===== src/rtl/generador_mdio_if.sv =====
`default_nettype none
// +----------------------------------------------------------------------+
// | Module   : generador_mdio_if                                         |
// | Brief    : Host request, PHY line and status bundle for generador_mdio|
// | Revision : 1.0                                                       |
// +----------------------------------------------------------------------+
interface generador_mdio_if;
  logic [31:0] t_data;
  logic        t_data_valid;
  logic        mdio_in;
  logic        mdc;
  logic        mdio_out;
  logic        mdio_oe;
  logic [15:0] rd_data;
  logic        data_rdy;
  logic        busy;
  logic        err;

  modport master (
    output t_data, t_data_valid, mdio_in,
    input  mdc, mdio_out, mdio_oe, rd_data, data_rdy, busy, err
  );

  modport slave (
    input  t_data, t_data_valid, mdio_in,
    output mdc, mdio_out, mdio_oe, rd_data, data_rdy, busy, err
  );
endinterface
`default_nettype wire


===== src/rtl/generador_mdio.sv =====
`default_nettype none
// +----------------------------------------------------------------------+
// | Module   : generador_mdio                                            |
// | Brief    : MDIO management-side frame serializer / read collector.   |
// |            Optional start-field check: MDIO_CHECK_START_EN.          |
// | Revision : 1.0                                                       |
// +----------------------------------------------------------------------+
module generador_mdio #(
  parameter int MDC_DIV = 1
) (
  input  logic              clk,
  input  logic              reset,
  generador_mdio_if.slave   mgmt
);

  localparam int                   c_div_w   = (MDC_DIV > 1) ? $clog2(MDC_DIV) : 1;
  localparam logic [c_div_w-1:0]   c_div_max = c_div_w'(MDC_DIV - 1);

  typedef enum logic [1:0] {
    IDLE    = 2'd0,
    ENVIAR  = 2'd1,
    RECIBIR = 2'd2,
    PAUSA   = 2'd3
  } state_t;

  state_t             state_q, state_d;
  logic [c_div_w-1:0] div_q, div_d;
  logic               mdc_q, mdc_d;
  logic [5:0]         cnt_q, cnt_d;
  logic [31:0]        sr_q, sr_d;
  logic [15:0]        rx_q, rx_d;
  logic [15:0]        rd_data_q, rd_data_d;
  logic               data_rdy_q, data_rdy_d;
  logic               busy_q, busy_d;
  logic               err_q, err_d;
  logic               out_q, out_d;
  logic               oe_q, oe_d;

  logic               w_tick;
  logic               w_fall;
  logic               w_rd;
  logic               w_start_ok;

  assign w_tick = (div_q == c_div_max);
  assign w_fall = w_tick & mdc_q;
  assign w_rd   = (sr_q[29:28] == 2'b10);

`ifdef MDIO_CHECK_START_EN
  assign w_start_ok = (mgmt.t_data[31:30] == 2'b01);
`else
  assign w_start_ok = 1'b1;
`endif

  always_ff @(posedge clk) begin
    if (reset) begin
      state_q    <= IDLE;
      div_q      <= '0;
      mdc_q      <= 1'b0;
      cnt_q      <= '0;
      sr_q       <= '0;
      rx_q       <= '0;
      rd_data_q  <= '0;
      data_rdy_q <= 1'b0;
      busy_q     <= 1'b0;
      err_q      <= 1'b0;
      out_q      <= 1'b0;
      oe_q       <= 1'b0;
    end else begin
      state_q    <= state_d;
      div_q      <= div_d;
      mdc_q      <= mdc_d;
      cnt_q      <= cnt_d;
      sr_q       <= sr_d;
      rx_q       <= rx_d;
      rd_data_q  <= rd_data_d;
      data_rdy_q <= data_rdy_d;
      busy_q     <= busy_d;
      err_q      <= err_d;
      out_q      <= out_d;
      oe_q       <= oe_d;
    end
  end

  always_comb begin
    state_d    = state_q;
    div_d      = w_tick ? '0 : div_q + 1'b1;
    mdc_d      = w_tick ? ~mdc_q : mdc_q;
    cnt_d      = cnt_q;
    sr_d       = sr_q;
    rx_d       = rx_q;
    rd_data_d  = rd_data_q;
    data_rdy_d = 1'b0;
    busy_d     = busy_q;
    err_d      = 1'b0;
    out_d      = out_q;
    oe_d       = oe_q;

    case (state_q)
      IDLE: begin
        if (mgmt.t_data_valid) begin
          if (w_start_ok) begin
            sr_d    = mgmt.t_data;
            cnt_d   = 6'd31;
            busy_d  = 1'b1;
            state_d = ENVIAR;
          end else begin
            err_d = 1'b1;
          end
        end
      end

      ENVIAR: begin
        // cnt_q counts bits still to present; it underflows to 6'h3F after bit 0
        if (w_fall) begin
          if (oe_q && w_rd && (cnt_q == 6'd15)) begin
            state_d = RECIBIR;
            oe_d    = 1'b0;
            out_d   = 1'b0;
            cnt_d   = '0;
          end else if (cnt_q[5]) begin
            state_d = PAUSA;
            oe_d    = 1'b0;
            out_d   = 1'b0;
          end else begin
            out_d = sr_q[cnt_q[4:0]];
            oe_d  = 1'b1;
            cnt_d = cnt_q - 6'd1;
          end
        end
      end

      RECIBIR: begin
        if (w_fall) begin
          rx_d  = {mgmt.mdio_in, rx_q[15:1]};
          cnt_d = cnt_q + 6'd1;
          if (cnt_q == 6'd15) begin
            rd_data_d  = {mgmt.mdio_in, rx_q[15:1]};
            data_rdy_d = 1'b1;
            state_d    = PAUSA;
          end
        end
      end

      PAUSA: begin
        if (w_fall) begin
          state_d = IDLE;
          busy_d  = 1'b0;
        end
      end

      default: state_d = IDLE;
    endcase
  end

  assign mgmt.mdc      = mdc_q;
  assign mgmt.mdio_out = out_q;
  assign mgmt.mdio_oe  = oe_q;
  assign mgmt.rd_data  = rd_data_q;
  assign mgmt.data_rdy = data_rdy_q;
  assign mgmt.busy     = busy_q;
  assign mgmt.err      = err_q;

endmodule
`default_nettype wire


===== src/flat_wrapper.sv =====
// flat-port wrapper written by rule: the top's interface ports become plain ports
module generador_mdio_flat 
#(
  parameter int MDC_DIV = 1
)
  (clk, reset, mgmt_t_data, mgmt_t_data_valid, mgmt_mdio_in, mgmt_mdc, mgmt_mdio_out, mgmt_mdio_oe, mgmt_rd_data, mgmt_data_rdy, mgmt_busy, mgmt_err);
  generador_mdio_if mgmt_i ();
  input  logic clk;
  input  logic reset;
  input wire logic [$bits(mgmt_i.t_data)-1:0] mgmt_t_data;
  input wire logic [$bits(mgmt_i.t_data_valid)-1:0] mgmt_t_data_valid;
  input wire logic [$bits(mgmt_i.mdio_in)-1:0] mgmt_mdio_in;
  output wire logic [$bits(mgmt_i.mdc)-1:0] mgmt_mdc;
  output wire logic [$bits(mgmt_i.mdio_out)-1:0] mgmt_mdio_out;
  output wire logic [$bits(mgmt_i.mdio_oe)-1:0] mgmt_mdio_oe;
  output wire logic [$bits(mgmt_i.rd_data)-1:0] mgmt_rd_data;
  output wire logic [$bits(mgmt_i.data_rdy)-1:0] mgmt_data_rdy;
  output wire logic [$bits(mgmt_i.busy)-1:0] mgmt_busy;
  output wire logic [$bits(mgmt_i.err)-1:0] mgmt_err;
  assign mgmt_i.t_data = mgmt_t_data;
  assign mgmt_i.t_data_valid = mgmt_t_data_valid;
  assign mgmt_i.mdio_in = mgmt_mdio_in;
  assign mgmt_mdc = mgmt_i.mdc;
  assign mgmt_mdio_out = mgmt_i.mdio_out;
  assign mgmt_mdio_oe = mgmt_i.mdio_oe;
  assign mgmt_rd_data = mgmt_i.rd_data;
  assign mgmt_data_rdy = mgmt_i.data_rdy;
  assign mgmt_busy = mgmt_i.busy;
  assign mgmt_err = mgmt_i.err;
  generador_mdio #(.MDC_DIV(MDC_DIV)) u_core (.clk(clk), .reset(reset), .mgmt(mgmt_i));
endmodule

===== config.mk =====
export PLATFORM = sky130hd
export DESIGN_NAME = generador_mdio_flat
export DESIGN_NICKNAME = d
export VERILOG_FILES = /design/src/rtl/generador_mdio_if.sv /design/src/rtl/generador_mdio.sv /design/src/flat_wrapper.sv
export SDC_FILE = /design/constraint.sdc
export NUM_CORES = 1
export LEC_CHECK = 0
export CAP_MARGIN = 20
export CELL_PAD_IN_SITES_DETAIL_PLACEMENT = 1
export CELL_PAD_IN_SITES_GLOBAL_PLACEMENT = 2
export CORE_ASPECT_RATIO = 0.9
export CORE_MARGIN = 3
export CORE_UTILIZATION = 33
export CTS_CLUSTER_SIZE = 10
export DETAILED_ROUTE_END_ITERATION = 10
export GPL_ROUTABILITY_DRIVEN = 0
export GPL_TIMING_DRIVEN = 0
export HOLD_SLACK_MARGIN = 0.06
export PLACE_DENSITY_LB_ADDON = 0.1
export SYNTH_ARGS = -nofsm -noshare
export SYNTH_HDL_FRONTEND = slang
export SYNTH_SLANG_ARGS = --single-unit

===== constraint.sdc =====
create_clock -name clk -period 6.2 [get_ports clk]
set_input_delay 1.24 -clock clk [delete_from_list [all_inputs] [get_ports clk]]
set_output_delay 1.24 -clock clk [all_outputs]
set_load 0.02 [all_outputs]

# Yosys cells after proc, flatten, opt, wreduce, memory -nomap -nowiden
# Index checks and enable logic that the tools add are counted.
dict set report totals {
  romBits 0
  n_memories 0
  register_bits 78
  latch_bits 0
  word_cells 72
  inputBits 36
  out_inout_bits 22
  mem_bits_rw 0
}
dict set report op_classes {
  n_addsub 3
  mux 24
  bitwise_logic 5
  mul 0
  div 0
  n_reduce_logical 15
  n_shift 0
  n_eq_ne 12
  n_lt_le_gt_ge 1
}
# operator n
set op_table {}
lappend op_table {{$mux W6} 5}
lappend op_table {{$pmux W6 S3} 1}
lappend op_table {{$mux W2} 7}
lappend op_table {{$mux W1} 8}
lappend op_table {{$ne A2 B1 Y1 const B} 4}
lappend op_table {{$pmux W2 S4} 1}
lappend op_table {{$add A6 B1 Y6 const B} 1}
lappend op_table {{$eq A2 B2 Y1 const B} 3}
lappend op_table {{$eq A6 B4 Y1 const B} 1}
lappend op_table {{$lt A5 B6 Y1 const B} 1}
lappend op_table {{$reduce_and A2 Y1} 3}
lappend op_table {{$reduce_and A3 Y1} 2}
lappend op_table {{$reduce_and A6 Y1} 1}
lappend op_table {{$sub A6 B1 Y6 const B} 1}
lappend op_table {{$bmux W1 S5} 1}
lappend op_table {{$reduce_and A5 Y1} 1}
lappend op_table {{$not A1 Y1} 4}
lappend op_table {{$reduce_and A4 Y1} 1}
lappend op_table {{$ne A3 B1 Y1 const B} 1}
lappend op_table {{$ne A3 B3 Y1 const B} 1}
lappend op_table {{$reduce_bool A3 Y1} 1}
lappend op_table {{$reduce_or A3 Y1} 1}
lappend op_table {{$eq A2 B1 Y1 const B} 1}
lappend op_table {{$logic_and A1 B1 Y1} 2}
lappend op_table {{7 further kinds} 7}

# Logic depth before layout (Yosys ltp)
# Gate-level depths: netlist of run 1.
dict set report depth {
  word_depth 6
  ltp_mapped 10
  depth_no_buf 7
}

# Least setup slack after synthesis of run 1
# Ideal clock, no wire load.
dict set report synth_timing {
  path_type {input port to flip-flop}
  startpoint {input mgmt_t_data_valid}
  endpoint {register u_core.cnt_q[1]}
  setup_ns 0.131
  arrival_ns 2.132
  slack_ns 3.937
  required_time_ns 6.069
  n_path_buf 0
  cell_stages 5
  cell_sequence {nor2b_1 > a2111oi_4 > nand2_1 > a211oi_1 > nor3_1}
}
dict set report synth_via {
  elab_chain_len 2
}
# element line_no
set synth_lines {}
lappend synth_lines {{start: declaration} flat_wrapper.sv:11} ;# input wire logic [$bits(mgmt_i.t_data_valid)-1:0] mgmt_t_data_valid;
lappend synth_lines {{$ne A2 B2 Y1 (no source line)} -}
lappend synth_lines {{$reduce_and A5 Y1 (no source line)} -}
lappend synth_lines {{end signal: assignment} generador_mdio.sv:72} ;# cnt_q <= cnt_d;
lappend synth_lines {{end: declaration} generador_mdio.sv:29} ;# logic [5:0] cnt_q, cnt_d;
# Every way passes these cells.
# A chain may end at the register's enable or synchronous reset.

# Worst setup path in the final report of run 1
# Ends and elaborated chain as after synthesis.

==> flow_summary_export.csv, run 1 <==
group,metric,value,unit
run_status,status,"complete, no violations",
job,maxCapViolations,0,
sta,rsz0062_at_grt,"no",
final_layout,final-instance-count-excl-fill,622,
setup_path,cp_cell_sequence,"clkdlybuf4s50_1 > nor2b_1 > a2111oi_4 > nand2_1 > a211oi_1 > nor3_1",
global_route,grt_pass1_wl,15.4,mm
die,dieArea,11600,µm²
global_route,grt_usage,16.8,%
clock_network,post_cts_resized,0,
final_layout,drive_gt1_share,6.65,%
global_route,grt_overflow,0,
logic_synthesis,yosys-top-cells-area,"dfxtp_1 (45%), nand2_1 (15%), a21oi_1 (11%)",
clock_network,cts_tree,"yes",
place,dp_hpwl,6.93,mm
setup_path,crit_arrival,3.02,ns
detailed_routing,vias,3107,
clock_network,cts_sinks,77,
detailed_routing,dr.pass1.iters,4,
die,row_count,34,
sta,slew_headroom,57.6,%
global_route,antenna_found_initial,0,
die,die_y,102,µm
logic_synthesis,synth_top_area_share,45.2,%
global_route,grt_pass1_vias,3114,
power_and_ir_drop,powerDensity,391,nW/µm²
final_layout,area_growth,30.4,%
logic_synthesis,avgSynthCellArea,8.03,µm²
global_route,grt_max_degree,13,
logic_synthesis,yosysTopAreaCell,"dfxtp_1",
sta,final-hold-violation-count,0,
logic_synthesis,synth_edf_count,0,
power_and_ir_drop,ir_drop,0.179,mV
detailed_routing,vias_per_cell,5.00,
final_layout,antenna_cells,0,
setup_path,crit_fanout,8,
min_path,worstHoldPathType,"reg2reg",
sta,tightestPinTransition,0.636,ns
clock_network,cts_buffer_depth,2,
logic_synthesis,synth_cells,425,
setup_path,cpMaxStageDelayCell,"clkdlybuf4s50_1",
setup_path,end_kind,"register",
setup_path,slowest_delay,0.56,ns
detailed_routing,drtAntennaViolNets,0,
sta,finalSetupViolCount,0,
logic_synthesis,synth.most_common_cell,"nand2_1",
logic_synthesis,yosysSeqAreaShare,45.2,%
logic_synthesis,synth_seq_cells,77,
setup_path,crit_type,"in2reg",
place,dp.cells,607,
final_layout,nNetsFinal,536,
power_and_ir_drop,total_power,1.74,mW
sta,max_freq,353,MHz
setup_path,critPathLaunchType,"input port",
detailed_routing,routed_wl,9.20,mm
die,fp.dieW,113,µm
detailed_routing,drt-initial-drc-count,111,
detailed_routing,route.detailed.drc,0,
setup_path,crit_family,"compound AO/OA/AOI/OAI gates",
logic_synthesis,synth_commonest_cells,"nand2_1 (138), dfxtp_1 (77), a21oi_1 (74), clkbuf_1 (21), nor2_1 (14)",
clock_network,path_clk_slew,0.06,ns
sta,tns,0,ns
setup_path,path_buf_inv,1,
clock_network,clk_latency,0.34,ns
logic_synthesis,synth-async-reset-ratio,0,%
detailed_routing,wl_per_cell,14.8,µm
logic_synthesis,synth_cell_types,44,
die,io_pins,58,
clock_network,ctsHtreeMaxLevel,3,
sta,slew_viol_final,0,
place,port_buffers,55,
setup_path,worstPathRequired,6.39,ns
die,core_area,9870,µm²
logic_synthesis,yosysWarnings,0,
logic_synthesis,syn_area,3410,µm²
logic_synthesis,ys.flop_type,"dfxtp_1",
clock_network,cts_root_buf,"clkbuf_16",
sta,finClkSkew,0.00786,ns
clock_network,cts_buffers,9,
power_and_ir_drop,p_leak,1.56,nW
sta,period_needed,2.83,ns
clock_network,holdBufCountCts,0,
sta,fin_crit_sh,45.6,%
die,initial_utilization,34.6,%
clock_network,post_cts_buffers,0,
[per-stage QoR]
stage                     setup slack (ns)  cell area (µm²)  hold slack [ns]  utilization (%)
after floorplan                       3.94             3410            0.432                -
after global placement                3.06             4120            0.441             41.8
after detailed placement              3.01             4120            0.447             41.8
after CTS                             3.36             4450            0.455             45.1
after global routing                  3.20             4450            0.471             45.1
final                                 3.37             4450            0.451             45.1
[state kept, by name (all words and copies together) (netlist names), 2 cells and up]
name / count
u_core.sr_q: 32
u_core.mgmt.rd_data: 16
u_core.rx_q: 15
u_core.cnt_q: 6
u_core.state_q: 2
[cell type report]
cell class                      count  area, µm²
Sequential cell                    77       1540
Tap cell                          126        158
Buffer                             29        121
Inverter                            6       22.5
Clock buffer                       12        256
Multi-Input combinational cell    314       1730
Timing Repair Buffer               55        551
Clock inverter                      3       68.8
Fill cell                        1223       5420
[worst register-to-register path, cell delays in order (launching register included)]
cell and delay (ns):
dfxtp_1 0.39, inv_1 0.11, ha_1 0.20, buf_2 0.19
or2_1 0.28, a2111oi_4 0.60, nand2_1 0.21, a211oi_1 0.26
nor3_1 0.07
[routing by layer]
layer | up-vias | track usage (%) | share of wire, % | routed length (µm)
met5 | - | 0 | 0 | 0
met4 | 0 | 4.81 | 0.89 | 82
met3 | 5 | 5.15 | 4.0 | 365
met2 | 50 | 26.0 | 45 | 4130
met1 | 1485 | 22.9 | 50 | 4620
li1 | 1567 | - | - | -
[layout by cell type (no fill, tap or decap), types with 5 or more instances in the layout]
cell             instances
a21oi_1                 74
and2_1                   5
buf_2                    6
clkbuf_1                22
clkbuf_16                9
clkdlybuf4s50_1         55
dfxtp_1                 77
ha_1                     8
inv_1                    5
mux2i_1                 11
nand2_1                138
nor2_1                  14
nor2b_1                  7
nor3_1                   6
[final timing paths]
path | startpoint | end | slack, ns | cells after the start
worst max-delay path | mgmt_t_data_valid | u_core.cnt_q[1]$_SDFFE_PP0P_ | 3.37 | 6
worst min-delay path | u_core.sr_q[15]$_SDFFE_PP0P_ | u_core.sr_q[15]$_SDFFE_PP0P_ | 0.45 | 2
worst max register to register | u_core.state_q[0]$_SDFFE_PP0P_ | u_core.cnt_q[1]$_SDFFE_PP0P_ | 3.75 | 8
worst min register to register | u_core.sr_q[15]$_SDFFE_PP0P_ | u_core.sr_q[15]$_SDFFE_PP0P_ | 0.45 | 2
[logic make-up (layout without fill, tap and decap cells)]
group                    count (synthesis)  after routing  share of synthesized area [%]
buffers and inverters                   35            105                           4.22
XOR/XNOR                                 2              2                          0.514
adder cells (fa/ha/maj)                  8              8                           2.93
flip-flops                              77             77                           45.2
AO/OA/AOI/OAI                           99             99                           17.7
other                                    1              2                          0.110
multiplexers                            16             16                           6.20
AND/OR/NAND/NOR                        187            187                           23.1
[power by group]
part	switching (mW)	internal [mW]
clock	0.203	0.373
sequential	0.0402	0.555
combinational	0.337	0.229
Note: power is estimated with default switching activity, not from simulation.
==> inputs of run 2 (changes only) <==
--- a/config.mk
+++ b/config.mk
@@ -10,7 +10,7 @@
 export CELL_PAD_IN_SITES_GLOBAL_PLACEMENT = 2
 export CORE_ASPECT_RATIO = 0.9
 export CORE_MARGIN = 3
-export CORE_UTILIZATION = 33
+export CORE_UTILIZATION = 28
 export CTS_CLUSTER_SIZE = 10
 export DETAILED_ROUTE_END_ITERATION = 10
 export GPL_ROUTABILITY_DRIVEN = 0
==> constraint.sdc (replaced) <==
create_clock -name clk -period 2.3 [get_ports clk]
set_input_delay 0.46 -clock clk [delete_from_list [all_inputs] [get_ports clk]]
set_output_delay 0.46 -clock clk [all_outputs]
set_load 0.02 [all_outputs]
==> flow_summary_export.csv, run 2 (synthesis gave the netlist of run 1 again) <==
group,metric,value,unit
run_status,status,"complete, no violations",
detailed_routing,dr.pass1.iters,4,
sta,finalSetupViolCount,0,
die,io_pins,58,
die,core_area,11700,µm²
sta,period_needed,2.12,ns
clock_network,cts_tree,"yes",
clock_network,clk_latency,0.33,ns
final_layout,top_register,"u_core.sr_q",
clock_network,holdBufCountCts,0,
job,maxCapViolations,0,
final_layout,final_common_cell,"nand2_1",
clock_network,path_clk_slew,0.06,ns
sta,tightestPinTransition,0.681,ns
setup_path,cp.depth,8,
setup_path,critPathLaunchType,"register",
setup_path,crit_family,"compound AO/OA/AOI/OAI gates",
setup_path,worstRegToRegCells,8,
sta,final-hold-violation-count,0,
final_layout,num-fill-cells,1442,
global_route,grt_pass1_wl,16.6,mm
die,fp.dieW,122,µm
setup_path,cpMaxStageDelayCell,"a2111oi_2",
detailed_routing,routed_wl,9.87,mm
final_layout,drive_gt1_share,8.42,%
clock_network,cts_buffer_depth,2,
final_layout,largest_register_ffs,32,
final_layout,seqCellArea,1540,µm²
die,die_y,111,µm
power_and_ir_drop,p_leak,1.56,nW
die,dieArea,13500,µm²
sta,finClkSkew,0.00314,ns
detailed_routing,route.detailed.drc,0,
power_and_ir_drop,powerDensity,1040,nW/µm²
sta,slew_viol_final,0,
final_layout,antenna_cells,0,
sta,rsz0062_at_grt,"no",
global_route,grt_max_degree,13,
clock_network,cts_root_buf,"clkbuf_16",
final_layout,area_growth,32.4,%
die,row_count,37,
power_and_ir_drop,ir_drop,0.380,mV
global_route,antenna_found_initial,0,
final_layout,final_core_util,38.7,%
final_layout,nNetsFinal,538,
sta,fin_crit_sh,92.0,%
final_layout,multiInputGateArea,1750,µm²
clock_network,ctsHtreeMaxLevel,3,
min_path,worstHoldPathType,"reg2reg",
setup_path,worstPathRequired,2.48,ns
detailed_routing,wl_per_cell,15.1,µm
sta,max_freq,473,MHz
min_path,hold-path-cell-count,2,
detailed_routing,vias_per_cell,4.75,
setup_path,crit_arrival,2.29,ns
power_and_ir_drop,total_power,4.70,mW
setup_path,crit_type,"reg2reg",
setup_path,slowest_delay,0.37,ns
setup_path,cp_cell_sequence,"inv_1 > ha_1 > clkbuf_4 > or2_1 > a21oi_2 > o2111ai_2 > a2111oi_2 > a211oi_1",
setup_path,path_buf_inv,2,
global_route,grt_pass1_vias,3228,
clock_network,cts_buffers,9,
detailed_routing,drtAntennaViolNets,0,
place,port_buffers,55,
detailed_routing,vias,3109,
place,dp_hpwl,7.31,mm
global_route,grt_overflow,0,
final_layout,layout_common_cells,"nand2_1 (137), dfxtp_1 (76), a21oi_1 (73), clkdlybuf4s50_1 (55), clkbuf_1 (22)",
die,initial_utilization,29.2,%
global_route,grt_usage,15.3,%
detailed_routing,drt-initial-drc-count,110,
sta,slew_headroom,54.6,%
setup_path,end_kind,"register",
clock_network,cts_sinks,77,
setup_path,crit_fanout,10,
[run 2: final cells by class]
cell class | instances | area share (%)
clock buffers | 13 | 5.98
clock inverters | 3 | 0.942
well taps | 156 | 4.32
multi-input cells | 314 | 38.8
plain buffers | 29 | 2.80
flip-flops and latches | 77 | 34.2
repair buffers | 57 | 12.5
inverters | 6 | 0.499
[run 2: timing repair]
item	4_1_cts	5_1_grt
pin swaps	1	0
setup buffers	2	0
cloned	0	0
endpoints found under the setup margin	16	13
resized for setup	1	9
[run 2: metal layers]
metal	GRT usage [%]	share of wire, %	vias up
li1	-	-	1572
met4	3.81	1.1	0
met2	23.7	46	39
met1	21.5	51	1488
met3	3.47	2.6	10
met5	0	0	-
[run 2: power by group]
part	switching, mW	internal [mW]	leakage (nW)	total [mW]
sequential	0.117	1.50	0.628	1.61
clock	0.543	0.928	0.152	1.47
combinational	0.949	0.664	0.784	1.61
[run 2: tightest hold or removal path: stages, from the launching register on]
cell	delay [ns]
dfxtp_1	0.31
nand2_1	0.05
a21oi_1	0.05
[run 2: path summary, 6_finish.rpt]
check	startpoint	to	slack [ns]
max reg2reg	u_core.state_q[0]$_SDFFE_PP0P_	u_core.state_q[0]$_SDFFE_PP0P_	0.18
min	u_core.sr_q[11]$_SDFFE_PP0P_	u_core.sr_q[11]$_SDFFE_PP0P_	0.45
min reg2reg	u_core.sr_q[11]$_SDFFE_PP0P_	u_core.sr_q[11]$_SDFFE_PP0P_	0.45
max	u_core.state_q[0]$_SDFFE_PP0P_	u_core.state_q[0]$_SDFFE_PP0P_	0.18
[run 2: metrics by stage]
stage               hold slack (ns)  std cells  worst slack [ns]  setup TNS (ns)  area (µm²)
CTS                           0.456        655            0.0253               0        4490
global placement              0.442        637            -0.102           -1.04        4160
global route                  0.475        655            0.0258               0        4520
finish                        0.455        655             0.184               0        4520
floorplan                     0.432        426             0.213               0        3410
detailed placement            0.448        637            -0.156           -1.65        4160
==> inputs of run 3 (changes only) <==
--- a/config.mk
+++ b/config.mk
@@ -8,9 +8,9 @@
 export CAP_MARGIN = 20
 export CELL_PAD_IN_SITES_DETAIL_PLACEMENT = 1
 export CELL_PAD_IN_SITES_GLOBAL_PLACEMENT = 2
-export CORE_ASPECT_RATIO = 0.9
+export CORE_ASPECT_RATIO = 1.75
 export CORE_MARGIN = 3
-export CORE_UTILIZATION = 28
+export CORE_UTILIZATION = 31
 export CTS_CLUSTER_SIZE = 10
 export DETAILED_ROUTE_END_ITERATION = 10
 export GPL_ROUTABILITY_DRIVEN = 0
==> constraint.sdc (replaced) <==
create_clock -name clk -period 2 [get_ports clk]
set_input_delay 0.4 -clock clk [delete_from_list [all_inputs] [get_ports clk]]
set_output_delay 0.4 -clock clk [all_outputs]
set_load 0.02 [all_outputs]
==> flow_summary_export.csv, run 3 (synthesis gave the netlist of run 1 again) <==
group,metric,value,unit
run_status,status,"complete, no violations",
place,dp.cells,611,
sta,final-hold-violation-count,0,
setup_path,critPathLaunchType,"register",
die,initial_utilization,31.9,%
clock_network,cts_sinks,77,
setup_path,end_kind,"register",
final_layout,top_register,"u_core.sr_q",
setup_path,cp_cell_sequence,"clkbuf_4 > buf_6 > inv_1 > ha_1 > nor3b_1 > nor2b_1 > nor4b_1 > nor4_1",
sta,tns,0,ns
detailed_routing,drt-initial-drc-count,74,
detailed_routing,dr.pass1.iters,4,
global_route,grt_overflow,0,
power_and_ir_drop,ir_drop,0.520,mV
final_layout,seqCellArea,1550,µm²
min_path,worstHoldEndpoint,"u_core.sr_q[15]$_SDFFE_PP0P_",
setup_path,worstRegToRegCells,8,
clock_network,ctsHtreeMaxLevel,3,
sta,max_freq,527,MHz
power_and_ir_drop,total_power,5.59,mW
die,fp.dieW,85.3,µm
setup_path,crit_type,"reg2reg",
clock_network,holdBufCountCts,0,
global_route,grt_usage,15.9,%
min_path,hold-path-cell-count,2,
sta,finalSetupViolCount,0,
setup_path,worstPathRequired,2.18,ns
sta,slew_headroom,59.6,%
final_layout,num-fill-cells,1283,
clock_network,cts_buffers,9,
min_path,worstHoldPathType,"reg2reg",
power_and_ir_drop,pwr-share-clk,29.3,%
setup_path,slowest_delay,0.33,ns
final_layout,area_growth,36.5,%
final_layout,largest_register_ffs,32,
final_layout,final_common_cell,"nand2_1",
final_layout,multiInputGateArea,1820,µm²
power_and_ir_drop,p_leak,1.63,nW
setup_path,r2r-end,"u_core.cnt_q[4]$_SDFFE_PP0P_",
power_and_ir_drop,sw_frac_of_total,34.3,%
place,dp_hpwl,7.05,mm
die,io_pins,58,
detailed_routing,vias_per_cell,4.92,
final_layout,drive_gt1_share,12.8,%
sta,period_needed,1.90,ns
final_layout,final-instance-count-excl-fill,636,
setup_path,crit_fanout,10,
clock_network,path_clk_slew,0.05,ns
power_and_ir_drop,sequentialPowerShare,33.4,%
power_and_ir_drop,powerDensity,1200,nW/µm²
clock_network,clk_latency,0.33,ns
global_route,antenna_found_initial,0,
power_and_ir_drop,intPower,3.67,mW
final_layout,layout_common_cells,"nand2_1 (137), dfxtp_1 (75), a21oi_1 (72), clkdlybuf4s50_1 (55), clkbuf_1 (17)",
min_path,hold_start,"u_core.sr_q[15]$_SDFFE_PP0P_",
global_route,grt_pass1_vias,3159,
place,dpl_cell_area,4140,µm²
clock_network,cts_tree,"yes",
die,row_count,50,
die,core_area,10700,µm²
detailed_routing,route.detailed.drc,0,
clock_network,cts_buffer_depth,2,
detailed_routing,drtAntennaViolNets,0,
place,port_buffers,55,
detailed_routing,routed_wl,9.46,mm
die,die_y,145,µm
job,maxCapViolations,0,
sta,hold_slack,0.452,ns
power_and_ir_drop,comb_power_share,37.3,%
die,dieArea,12300,µm²
sta,finClkSkew,0.00937,ns
final_layout,final_design_area_no_fill,4660,µm²
setup_path,crit_arrival,2.08,ns
power_and_ir_drop,p_sw,1.92,mW
setup_path,rrSetupSlack,0.10,ns
clock_network,cts_root_buf,"clkbuf_16",
detailed_routing,vias,3131,
global_route,grt_max_degree,13,
sta,slew_viol_final,0,
final_layout,antenna_cells,0,
final_layout,nNetsFinal,546,
sta,tightestPinTransition,0.607,ns
sta,fin_crit_sh,95.0,%
global_route,grt_pass1_wl,15.6,mm
setup_path,r2r_start,"u_core.cnt_q[1]$_SDFFE_PP0P_",
detailed_routing,wl_per_cell,14.9,µm
setup_path,cpMaxStageDelayCell,"dfxtp_1",
run 3: changes by cell type in the layout (fill, tap and decap cells not counted), moves of 3 or more:
| cell | change |
|---|---|
| clkbuf_1 | -5 |
| buf_4 | +7 |
| buf_2 | -4 |
| clkbuf_2 | +3 |
run 3: per-layer routing:
layer  vias to the layer above  GRT usage, %  share of wire, %
met3                         6          2.83               3.0
met1                      1495          16.4                39
met2                        46          31.5                57
li1                       1584             -                 -
met5                         -             0                 0
met4                         0          5.42               1.3
run 3: worst max path at each step:
stage | from | to | slack [ns] | depth (start not counted)
2_1_floorplan | u_core.state_q[0]$_SDFFE_PP0P_ | u_core.cnt_q[1]$_SDFFE_PP0P_ | 0.009 | 8
3_5_place_dp | u_core.state_q[1]$_SDFFE_PP0P_ | u_core.mgmt.rd_data[7]$_SDFFE_PP0P_ | -0.39 | 8
5_1_grt | u_core.cnt_q[0]$_SDFFE_PP0P_ | u_core.cnt_q[4]$_SDFFE_PP0P_ | -0.03 | 8
3_3_place_gp | u_core.state_q[1]$_SDFFE_PP0P_ | u_core.mgmt.rd_data[13]$_SDFFE_PP0P_ | -0.37 | 8
6_report | u_core.cnt_q[1]$_SDFFE_PP0P_ | u_core.cnt_q[4]$_SDFFE_PP0P_ | 0.10 | 8
4_1_cts | u_core.cnt_q[0]$_SDFFE_PP0P_ | u_core.state_q[0]$_SDFFE_PP0P_ | 0.009 | 5
run 3: layout make-up:
class | instances | area share (%)
buffer | 28 | 3.01
clock buffer | 11 | 5.43
clock inverter | 4 | 1.02
inverter | 6 | 0.537
multi-input combinational | 314 | 39.0
sequential | 77 | 33.3
tap | 130 | 3.49
timing repair buffer | 66 | 14.2
run 3: repair_timing:
action	CTS	global route
resized for setup	14	25
endpoints found under the setup margin	33	41
hold endpoints to repair	0	0
setup buffers	10	2
pin swaps	4	7
run 3: power by group through the flow:
stage | logic, mW | registers (mW) | clock network [mW]
2_1_floorplan | 1.32 | 1.86 | 0
4_1_cts | 2.03 | 1.85 | 1.69
3_5_place_dp | 1.81 | 1.88 | 0
3_3_place_gp | 1.79 | 1.87 | 0
6_report | 2.08 | 1.87 | 1.64
5_1_grt | 2.31 | 1.90 | 1.75
run 3: critical path: cells and delay by family, from the launching register on:
kind          cells  cell delay (ns)
fa+ha+maj         1             0.21
flops             1             0.33
buf+inv           3             0.49
simple gates      4             0.72
run 3: stage by stage:
| step | util, % | setup slack, ns |
|---|---|---|
| after floorplan | - | 0.00869 |
| after global placement | 38.7 | -0.373 |
| after detailed placement | 38.7 | -0.385 |
| after CTS | 42.7 | 0.00925 |
| after global routing | 43.5 | -0.0300 |
| final | 43.5 | 0.101 |
